File: config.mk
export PLATFORM = sky130hd
export DESIGN_NAME = wb_arbiter_flat
export DESIGN_NICKNAME = d
export VERILOG_FILES = /design/src/rtl/wb_arbiter_pkg.sv /design/src/rtl/wb_arbiter_if.sv /design/src/rtl/wb_arbiter_rr_select.sv /design/src/rtl/wb_arbiter.sv /design/src/flat_wrapper.sv
export SDC_FILE = /design/constraint.sdc
export NUM_CORES = 1
export LEC_CHECK = 0
export ABC_AREA = 0
export CORE_AREA = 2 2 385 387
export DETAILED_ROUTE_END_ITERATION = 7
export DIE_AREA = 0 0 387 389
export PLACE_DENSITY_LB_ADDON = 0.25
export REMOVE_ABC_BUFFERS = 1
export SYNTH_ARGS = -nofsm -noshare
export SYNTH_HDL_FRONTEND = slang
export SYNTH_HIERARCHICAL = 1
export SYNTH_SLANG_ARGS = --single-unit
File: constraint.sdc
create_clock -name clk_i -period 8.8 [get_ports clk_i]
set_input_delay 1.76 -clock clk_i [delete_from_list [all_inputs] [get_ports clk_i]]
set_output_delay 1.76 -clock clk_i [all_outputs]
set_load 0.005 [all_outputs]
File: src/rtl/wb_arbiter_pkg.sv
// Shared types for the writeback arbiter: port count, scoreboard id width,
// exception record and the writeback payload handed to the scoreboard.
package wb_arbiter_pkg;
  localparam int NR_WB_PORTS   = 4;
  localparam int TRANS_ID_BITS = 2;

  typedef struct packed {
    logic [63:0] cause;
    logic [63:0] tval;
    logic        valid;
  } exception_t;

  typedef struct packed {
    logic [TRANS_ID_BITS-1:0] trans_id;
    logic [63:0]              result;
    exception_t               ex;
  } wb_entry_t;

  function automatic int idx_w(int n);
    return (n > 1) ? $clog2(n) : 1;
  endfunction
endpackage

File: src/rtl/wb_arbiter_if.sv
// Writeback bus: per-port requester handshake in, one registered result out.
interface wb_arbiter_if
  import wb_arbiter_pkg::*;
#(
  parameter int NR_PORTS = NR_WB_PORTS
);
  logic [NR_PORTS-1:0]            valid_i;
  logic [NR_PORTS-1:0]            ready_o;
  wb_entry_t [NR_PORTS-1:0]       wb_i;
  logic                           wb_valid_o;
  wb_entry_t                      wb_o;
  logic                           wb_ready_i;

  modport slave  (input  valid_i, wb_i, wb_ready_i,
                  output ready_o, wb_valid_o, wb_o);
  modport master (output valid_i, wb_i, wb_ready_i,
                  input  ready_o, wb_valid_o, wb_o);
endinterface

File: src/rtl/wb_arbiter_rr_select.sv
// Combinational round-robin pick: first set req bit at or after start_i, wrapping.
module wb_arbiter_rr_select
  import wb_arbiter_pkg::*;
#(
  parameter int NR_PORTS = NR_WB_PORTS,
  parameter int IDX_W    = idx_w(NR_PORTS)
) (
  input  logic [NR_PORTS-1:0] req_i,
  input  logic [IDX_W-1:0]    start_i,
  output logic [NR_PORTS-1:0] gnt_o,
  output logic [IDX_W-1:0]    gnt_idx_o,
  output logic                any_o
);
  always_comb begin
    int j;
    j         = 0;
    gnt_o     = '0;
    gnt_idx_o = '0;
    any_o     = 1'b0;
    for (int k = 0; k < NR_PORTS; k++) begin
      j = int'(start_i) + k;
      if (j >= NR_PORTS) j = j - NR_PORTS;
      if (!any_o && req_i[j]) begin
        gnt_o[j]  = 1'b1;
        gnt_idx_o = IDX_W'(j);
        any_o     = 1'b1;
      end
    end
  end
endmodule

File: src/rtl/wb_arbiter.sv
// Round-robin writeback arbiter: one functional-unit result per cycle into a
// single output register feeding the scoreboard write port.
module wb_arbiter
  import wb_arbiter_pkg::*;
#(
  parameter int NR_PORTS = NR_WB_PORTS
) (
  input  logic          clk_i,
  input  logic          rst_ni,
  input  logic          flush_i,
  wb_arbiter_if.slave   bus
);
  localparam int IDX_W = idx_w(NR_PORTS);

  logic [IDX_W-1:0]    rr_q, rr_d, gnt_idx;
  logic [NR_PORTS-1:0] gnt;
  logic                any, grant_en, xfer;
  logic                wb_valid_q, wb_valid_d;
  wb_entry_t           wb_q, wb_d;

  wb_arbiter_rr_select #(.NR_PORTS(NR_PORTS), .IDX_W(IDX_W)) i_sel (
    .req_i     (bus.valid_i),
    .start_i   (rr_q),
    .gnt_o     (gnt),
    .gnt_idx_o (gnt_idx),
    .any_o     (any)
  );

  // Grants also masked during reset so nothing looks accepted while clearing.
  assign grant_en    = rst_ni & ~flush_i & (~wb_valid_q | bus.wb_ready_i);
  assign bus.ready_o = grant_en ? gnt : '0;
  assign xfer        = grant_en & any;

  always_comb begin
    rr_d       = rr_q;
    wb_d       = wb_q;
    wb_valid_d = wb_valid_q;
    if (xfer) begin
      wb_d       = bus.wb_i[gnt_idx];
      wb_valid_d = 1'b1;
      rr_d       = (gnt_idx == IDX_W'(NR_PORTS-1)) ? '0 : gnt_idx + IDX_W'(1);
    end else if (flush_i || bus.wb_ready_i) begin
      wb_valid_d = 1'b0;
    end
  end

  always_ff @(posedge clk_i) begin
    if (!rst_ni) begin
      rr_q       <= '0;
      wb_q       <= '0;
      wb_valid_q <= 1'b0;
    end else begin
      rr_q       <= rr_d;
      wb_q       <= wb_d;
      wb_valid_q <= wb_valid_d;
    end
  end

  assign bus.wb_valid_o = wb_valid_q;
  assign bus.wb_o       = wb_q;

  a_onehot: assert property (@(posedge clk_i) disable iff (!rst_ni) $onehot0(bus.ready_o));
  a_rdy_vld: assert property (@(posedge clk_i) disable iff (!rst_ni) (bus.ready_o & ~bus.valid_i) == '0);
  a_hold: assert property (@(posedge clk_i) disable iff (!rst_ni)
                           (wb_valid_q && !bus.wb_ready_i) |=> $stable(wb_q));
endmodule

File: src/flat_wrapper.sv
// flat-port wrapper written by rule: the top's interface ports become plain ports
module wb_arbiter_flat import wb_arbiter_pkg::*;
#(
  parameter int NR_PORTS = NR_WB_PORTS
)
  (clk_i, rst_ni, flush_i, bus_valid_i, bus_wb_i, bus_wb_ready_i, bus_ready_o, bus_wb_valid_o, bus_wb_o);
  wb_arbiter_if #(.NR_PORTS(NR_PORTS)) bus_i ();
  input  logic clk_i;
  input  logic rst_ni;
  input  logic flush_i;
  input wire logic [$bits(bus_i.valid_i)-1:0] bus_valid_i;
  input wire logic [$bits(bus_i.wb_i)-1:0] bus_wb_i;
  input wire logic [$bits(bus_i.wb_ready_i)-1:0] bus_wb_ready_i;
  output wire logic [$bits(bus_i.ready_o)-1:0] bus_ready_o;
  output wire logic [$bits(bus_i.wb_valid_o)-1:0] bus_wb_valid_o;
  output wire logic [$bits(bus_i.wb_o)-1:0] bus_wb_o;
  assign bus_i.valid_i = bus_valid_i;
  assign bus_i.wb_i = bus_wb_i;
  assign bus_i.wb_ready_i = bus_wb_ready_i;
  assign bus_ready_o = bus_i.ready_o;
  assign bus_wb_valid_o = bus_i.wb_valid_o;
  assign bus_wb_o = bus_i.wb_o;
  wb_arbiter #(.NR_PORTS(NR_PORTS)) u_core (.clk_i(clk_i), .rst_ni(rst_ni), .flush_i(flush_i), .bus(bus_i));
endmodule
==> results of run 1 <==
-- cells by family after synthesis --
logic type | share of synthesized area
AOI/OAI and AO/OA | 0.1672
adders and majority gates | 0.01007
buffers and inverters | 0.05123
DFF | 0.3544
muxes | 0.4046
and+or+nand+nor | 0.01253
-- final cells by class --
class / instances / area [sq um] / share of cell area
diodes: 6 / 15.01 / 0.0006323
clock buffers: 17 / 425.4 / 0.01792
clock inverters: 15 / 176.4 / 0.007430
inverters: 6 / 22.52 / 0.0009485
multi-input cells: 450 / 6681 / 0.2814
flip-flops and latches: 198 / 3964 / 0.1669
well taps: 1930 / 2415 / 0.1017
repair buffers: 999 / 10040 / 0.4230
-- worst max path at each step --
stage                                       end      startpoint  slack [ns]
floorplan           u_core/rr_q[0]$_SDFFE_PN0P_  bus_valid_i[2]      -21.15
global placement                 bus_ready_o[1]  bus_valid_i[2]        2.54
detailed placement               bus_ready_o[1]  bus_valid_i[2]        2.52
CTS                              bus_ready_o[1]  bus_valid_i[2]        2.53
global route                     bus_ready_o[1]  bus_valid_i[2]        2.38
finish                           bus_ready_o[1]  bus_valid_i[2]        2.50
-- registers in the layout, indices dropped and copies added, names as in the netlist --
register and count:
u_core/rr_q 2, u_core/bus.wb_valid_o 1, u_core/bus.wb_o 195
-- per-stage QoR --
step | instance area, sq um | hold WS [ns] | setup WS, ns
after floorplan | 10640 | 0.4660 | -21.15
after global placement | 23130 | 0.4618 | 2.542
after detailed placement | 23130 | 0.4638 | 2.520
after CTS | 23730 | 0.4884 | 2.528
after global routing | 23730 | 0.4978 | 2.384
final | 23740 | 0.4839 | 2.498
-- worst max-delay path, delay by kind of cell --
family,cells,cell delay (ns)
buf+inv,2,0.99
simple gates,2,0.71
compound gates,2,0.28
mux,1,0.80
-- power breakdown --
part / switching [mW] / total [mW] / internal [mW]
registers: 0.115 / 1.16 / 1.05
logic: 0.903 / 2.13 / 1.22
clock network: 0.506 / 0.917 / 0.411
total: 1.52 / 4.21 / 2.68
-- cells in the final DEF, fill, tap and decap left out, types with 2 or more instances in the layout --
cell	netlist	final
inv_6	0	4
a22oi_1	8	8
and3_1	4	4
clkinv_4	0	2
nor2_1	3	3
nand2b_1	3	3
diode_2	0	6
mux2_2	2	2
dfxtp_1	198	198
a22o_1	195	195
o31ai_1	3	2
mux4_2	196	196
inv_8	0	5
nand4_1	2	2
a21oi_1	4	4
buf_12	0	6
buf_4	0	6
ha_1	9	9
clkbuf_16	0	17
mux4_1	3	3
clkdlybuf4s50_1	0	987
inv_1	5	5
o21ai_0	5	5
-- routing by layer --
metal  vias up  GRT usage  part of all wire
met3       105    0.03454             0.061
li1       5099          -                 -
met2       592     0.2176              0.49
met4        14    0.02916             0.017
met5         -          0           0.00090
met1      5943     0.1643              0.43
==> results_dict.tcl, run 1 <==
set metrics [dict create \
    run_status "completed" \
    wl_mm 99.81 \
    cp-start-kind "input port" \
    ant_nets 0 \
    r2r_start "u_core/rr_q[0]$_SDFFE_PN0P_" \
    cts_num_sinks 198 \
    synthTopCellsByArea "mux4_2 (39%), dfxtp_1 (35%), a22o_1 (15%)" \
    r2r_slack_ns 4.23 \
    syn_avg_cell_area_sq_um 15.03 \
    cts.root.buffer_cell "clkbuf_16" \
    clock_skew_ns 0.03135 \
    arrival_ns 4.54 \
    synth_top_area_share 0.3946 \
    viasPerCell 3.246 \
    holdBufCountCts 0 \
    grt_usage 0.1294 \
    rsz0062_at_grt "no" \
    max_slew_margin 0.3650 \
    post-route-period-util 0.7161 \
    stdcell_count 3621 \
    dr.pass1.iters 4 \
    total_power_mw 4.207 \
    dp_hpwl_mm 85.24 \
    cts_tree "done" \
    setup_viol 0 \
    antenna_found_initial 52 \
    drtIter0Drc 612 \
    dieArea_sq_um 150500 \
    yosysWarnings 6 \
    vias 11750 \
    max_freq_ghz 0.1587 \
    ir_worst_vdd_uv 168.5 \
    clk_pin_slew_ns 0.08 \
    synth_ff_type "dfxtp_1" \
    r2r_cells 10 \
    wl_per_cell_um 27.56 \
    worst_slew_pin_slew_ns 0.9524 \
    p_leak_nw 7.870 \
    fillers 16190 \
    final_util 0.1620 \
    cts_setup_buffers 0 \
    drive_gt1_frac 0.1484 \
    dp_cells 3583 \
    synth_most_common_cell "dfxtp_1" \
    slowest_stage "mux4_1" \
    worst_hold_path.endpoint "u_core/bus.wb_o[88]$_SDFFE_PN0P_" \
    first_global_vias 12380 \
    slowest_delay_ns 0.80 \
    min-delay-start "u_core/bus.wb_o[88]$_SDFFE_PN0P_" \
    chipHeight_um 389 \
    power.density_nw_per_um2 177.2 \
    hold_violations 0 \
    timing.final.max_slew_violations 0 \
    cts_max_path_buffers 2 \
    cts_made_buffers 17 \
    fin_nets 2469 \
    syn_to_final_growth_pct 112.3 \
    critPathCaptureType "primary output" \
    synth_area_sq_um 11190 \
    drv_cap 0 \
    critPathKind "input port to primary output" \
    async_flop_share 0 \
    grt_max_degree 110 \
    post-synth-top-area-cell "mux4_2" \
    io_pins 988 \
    holdCritPathClass "flip-flop to flip-flop" \
    start_util 0.07630 \
    cts_max_level 4 \
    syn_inst 744 \
    cpMostUsedCell "clkdlybuf4s50_1" \
    ys_seq_area_frac 0.3544 \
    r2r-end "u_core/bus.wb_o[191]$_SDFFE_PN0P_" \
    overflow 0 \
    synth.distinct_cells 32 \
    path_cells "clkdlybuf4s50_1, mux4_1, nor4b_4, a22oi_1, o21ai_0, and3_1, clkdlybuf4s50_1" \
    synth-edff-count 0 \
    synth_seq_cells 198 \
    core_area_sq_um 146600 \
    rows 141 \
    hold_depth 1 \
    worst-path-max-fanout 13 \
    crit_required_ns 7.04 \
    finalCriticalPeriod_ns 6.302 \
    clk_latency_ns 0.55 \
    drc_errors 0 \
    gp_congestion 0.8198 \
    grt_first_pass_wirelength_mm 128.8 \
    synth_common_cells "dfxtp_1 (198), mux4_2 (196), a22o_1 (195)" \
    die_w_um 387 \
    numPortBuffers 987 \
    cts_resized 0 \
    tns_ns 0 \
]
Power figures use the tool's default switching activity.
==> inputs of run 2 (changes only) <==
==> constraint.sdc (replaced) <==
create_clock -name clk_i -period 5.8 [get_ports clk_i]
set_input_delay 1.16 -clock clk_i [delete_from_list [all_inputs] [get_ports clk_i]]
set_output_delay 1.16 -clock clk_i [all_outputs]
set_load 0.005 [all_outputs]
==> run 2 against run 1 <==
Setup slack got worse by 1.7 ns; routed wire length barely moved; highest routed layer unchanged; clock skew fell by 0.0035 ns; die area did not move; hold slack got worse by 0.0059 ns; via count fell by 0.41%; global-route usage barely moved; critical path type unchanged; final cell count rose by 0.50%; design area rose by 0.84%; utilization rose by 0.14 points; flip-flop and latch count did not move.
==> results_dict.tcl, run 2 (synthesis gave the netlist of run 1 again) <==
set metrics [dict create \
    max_slew_margin 0.4265 \
    start_util 0.07630 \
    crit_required_ns 4.64 \
    power.density_nw_per_um2 269.4 \
    timing.final.max_slew_violations 0 \
    regArea_sq_um 3964 \
    r2r_slack_ns 1.60 \
    max_freq_ghz 0.2011 \
    post-place-ws_ns 0.8474 \
    worst-path-stages 7 \
    crit_end "bus_ready_o[3]" \
    tns_ns 0 \
    slowest_stage "mux4_1" \
    wl_per_cell_um 27.41 \
    grt_first_pass_wirelength_mm 128.5 \
    worst_slack_ns 0.8276 \
    cts_setup_buffers 0 \
    layout_commonest_cell "clkdlybuf4s50_1" \
    total_power_mw 6.450 \
    multi_input_area_sq_um 6681 \
    grt_max_degree 110 \
    cts.root.buffer_cell "clkbuf_16" \
    cts_tree "done" \
    numPortBuffers 987 \
    hold_violations 0 \
    dr.pass1.iters 4 \
    largest_reg_flops 195 \
    core_area_sq_um 146600 \
    cts_made_buffers 17 \
    clock_skew_ns 0.02790 \
    fin_nets 2485 \
    io_pins 988 \
    rows 141 \
    holdBufCountCts 0 \
    p_leak_nw 7.969 \
    arrival_ns 3.81 \
    gp_congestion 0.8071 \
    final_util 0.1633 \
    drv_cap 0 \
    r2r_cells 9 \
    slowest_delay_ns 0.78 \
    clk_pin_slew_ns 0.07 \
    run_status "completed" \
    drtIter0Drc 597 \
    antenna_found_initial 51 \
    dp_hpwl_mm 86.49 \
    post-route-period-util 0.8573 \
    cts_max_level 4 \
    r2r_start "u_core/rr_q[0]$_SDFFE_PN0P_" \
    cts_resized 0 \
    wl_mm 99.73 \
    cts_max_path_buffers 2 \
    rsz0062_at_grt "no" \
    chipHeight_um 389 \
    cp-start-kind "input port" \
    drc_errors 0 \
    drive_gt1_frac 0.1564 \
    setup_viol 0 \
    crit_family "buffers and inverters" \
    r2r-end "u_core/bus.wb_o[174]$_SDFFE_PN0P_" \
    holdCritPathClass "flip-flop to flip-flop" \
    grt_usage 0.1290 \
    dieArea_sq_um 150500 \
    overflow 0 \
    ant_nets 0 \
    first_global_vias 12620 \
    syn_to_final_growth_pct 114.1 \
    fillers 16230 \
    critPathKind "input port to primary output" \
    worst_slew_pin_slew_ns 0.8602 \
    worst-path-max-fanout 13 \
    cts_num_sinks 198 \
    ir_worst_vdd_uv 190.6 \
    cpMostUsedCell "clkdlybuf4s50_1" \
    most-common-layout-cells "clkdlybuf4s50_1 (987), dfxtp_1 (198), mux4_2 (196), a22o_1 (195), clkbuf_16 (17)" \
    dpl_cell_area_sq_um 23320 \
    clk_latency_ns 0.54 \
    viasPerCell 3.217 \
    vias 11710 \
    final_cell_area_sq_um 23940 \
    die_w_um 387 \
    crit_start "bus_valid_i[2]" \
    path_cells "clkdlybuf4s50_1, mux4_1, nor4b_4, a22oi_1, o21ai_0, and3_1, clkdlybuf4s50_1" \
    critPathCaptureType "primary output" \
    finalCriticalPeriod_ns 4.972 \
    crit_buf_inv 2 \
]
-- run 2: changes by cell type in the layout (fill, tap and decap cells not counted) --
| cell | change |
|---|---|
| buf_12 | +6 |
| buf_4 | +10 |
| bufinv_16 | -1 |
| clkinv_2 | -1 |
| clkinv_8 | +3 |
| diode_2 | +2 |
| inv_6 | +1 |
| inv_8 | -2 |
-- run 2: how the worst min path moves through the flow --
| stage | startpoint | endpoint | cells past startpoint |
|---|---|---|---|
| 4_1_cts | u_core/bus.wb_o[166]$_SDFFE_PN0P_ | u_core/bus.wb_o[166]$_SDFFE_PN0P_ | 1 |
| 5_1_grt | u_core/bus.wb_o[36]$_SDFFE_PN0P_ | u_core/bus.wb_o[36]$_SDFFE_PN0P_ | 1 |
| 3_3_place_gp | u_core/bus.wb_o[102]$_SDFFE_PN0P_ | u_core/bus.wb_o[102]$_SDFFE_PN0P_ | 1 |
| 3_5_place_dp | u_core/bus.wb_o[134]$_SDFFE_PN0P_ | u_core/bus.wb_o[134]$_SDFFE_PN0P_ | 1 |
| 6_report | u_core/bus.wb_o[166]$_SDFFE_PN0P_ | u_core/bus.wb_o[166]$_SDFFE_PN0P_ | 1 |
| 2_1_floorplan | u_core/bus.wb_o[174]$_SDFFE_PN0P_ | u_core/bus.wb_o[174]$_SDFFE_PN0P_ | 1 |
-- run 2: metal layers --
layer / track usage / vias to the layer above / routed length [um]
met5: 0 / - / 12
met4: 0.02674 / 2 / 1408
met3: 0.03326 / 78 / 5912
met2: 0.2209 / 590 / 49270
met1: 0.1624 / 5892 / 43130
li1: - / 5143 / -
-- run 2: stage by stage --
stage	hold slack [ns]	std cells
after CTS	0.4866	3631
after detailed placement	0.4625	3599
final	0.4780	3639
after floorplan	0.4660	654
after global routing	0.4952	3634
after global placement	0.4623	3599
-- run 2: power breakdown --
group          leakage, nW  switching [mW]  internal [mW]
sequential            1.63           0.190           1.59
clock                0.293           0.763          0.586
combinational         6.05            1.40           1.92
total                 7.97            2.35           4.10
-- run 2: final cells by class --
class                           count  area share
Timing Repair Buffer             1015      0.4277
Multi-Input combinational cell    450      0.2790
Sequential cell                   198      0.1655
Tap cell                         1930      0.1009
Clock buffer                       17     0.01777
Clock inverter                     15    0.007368
Inverter                            6   0.0009406
Antenna cell                        8   0.0008361
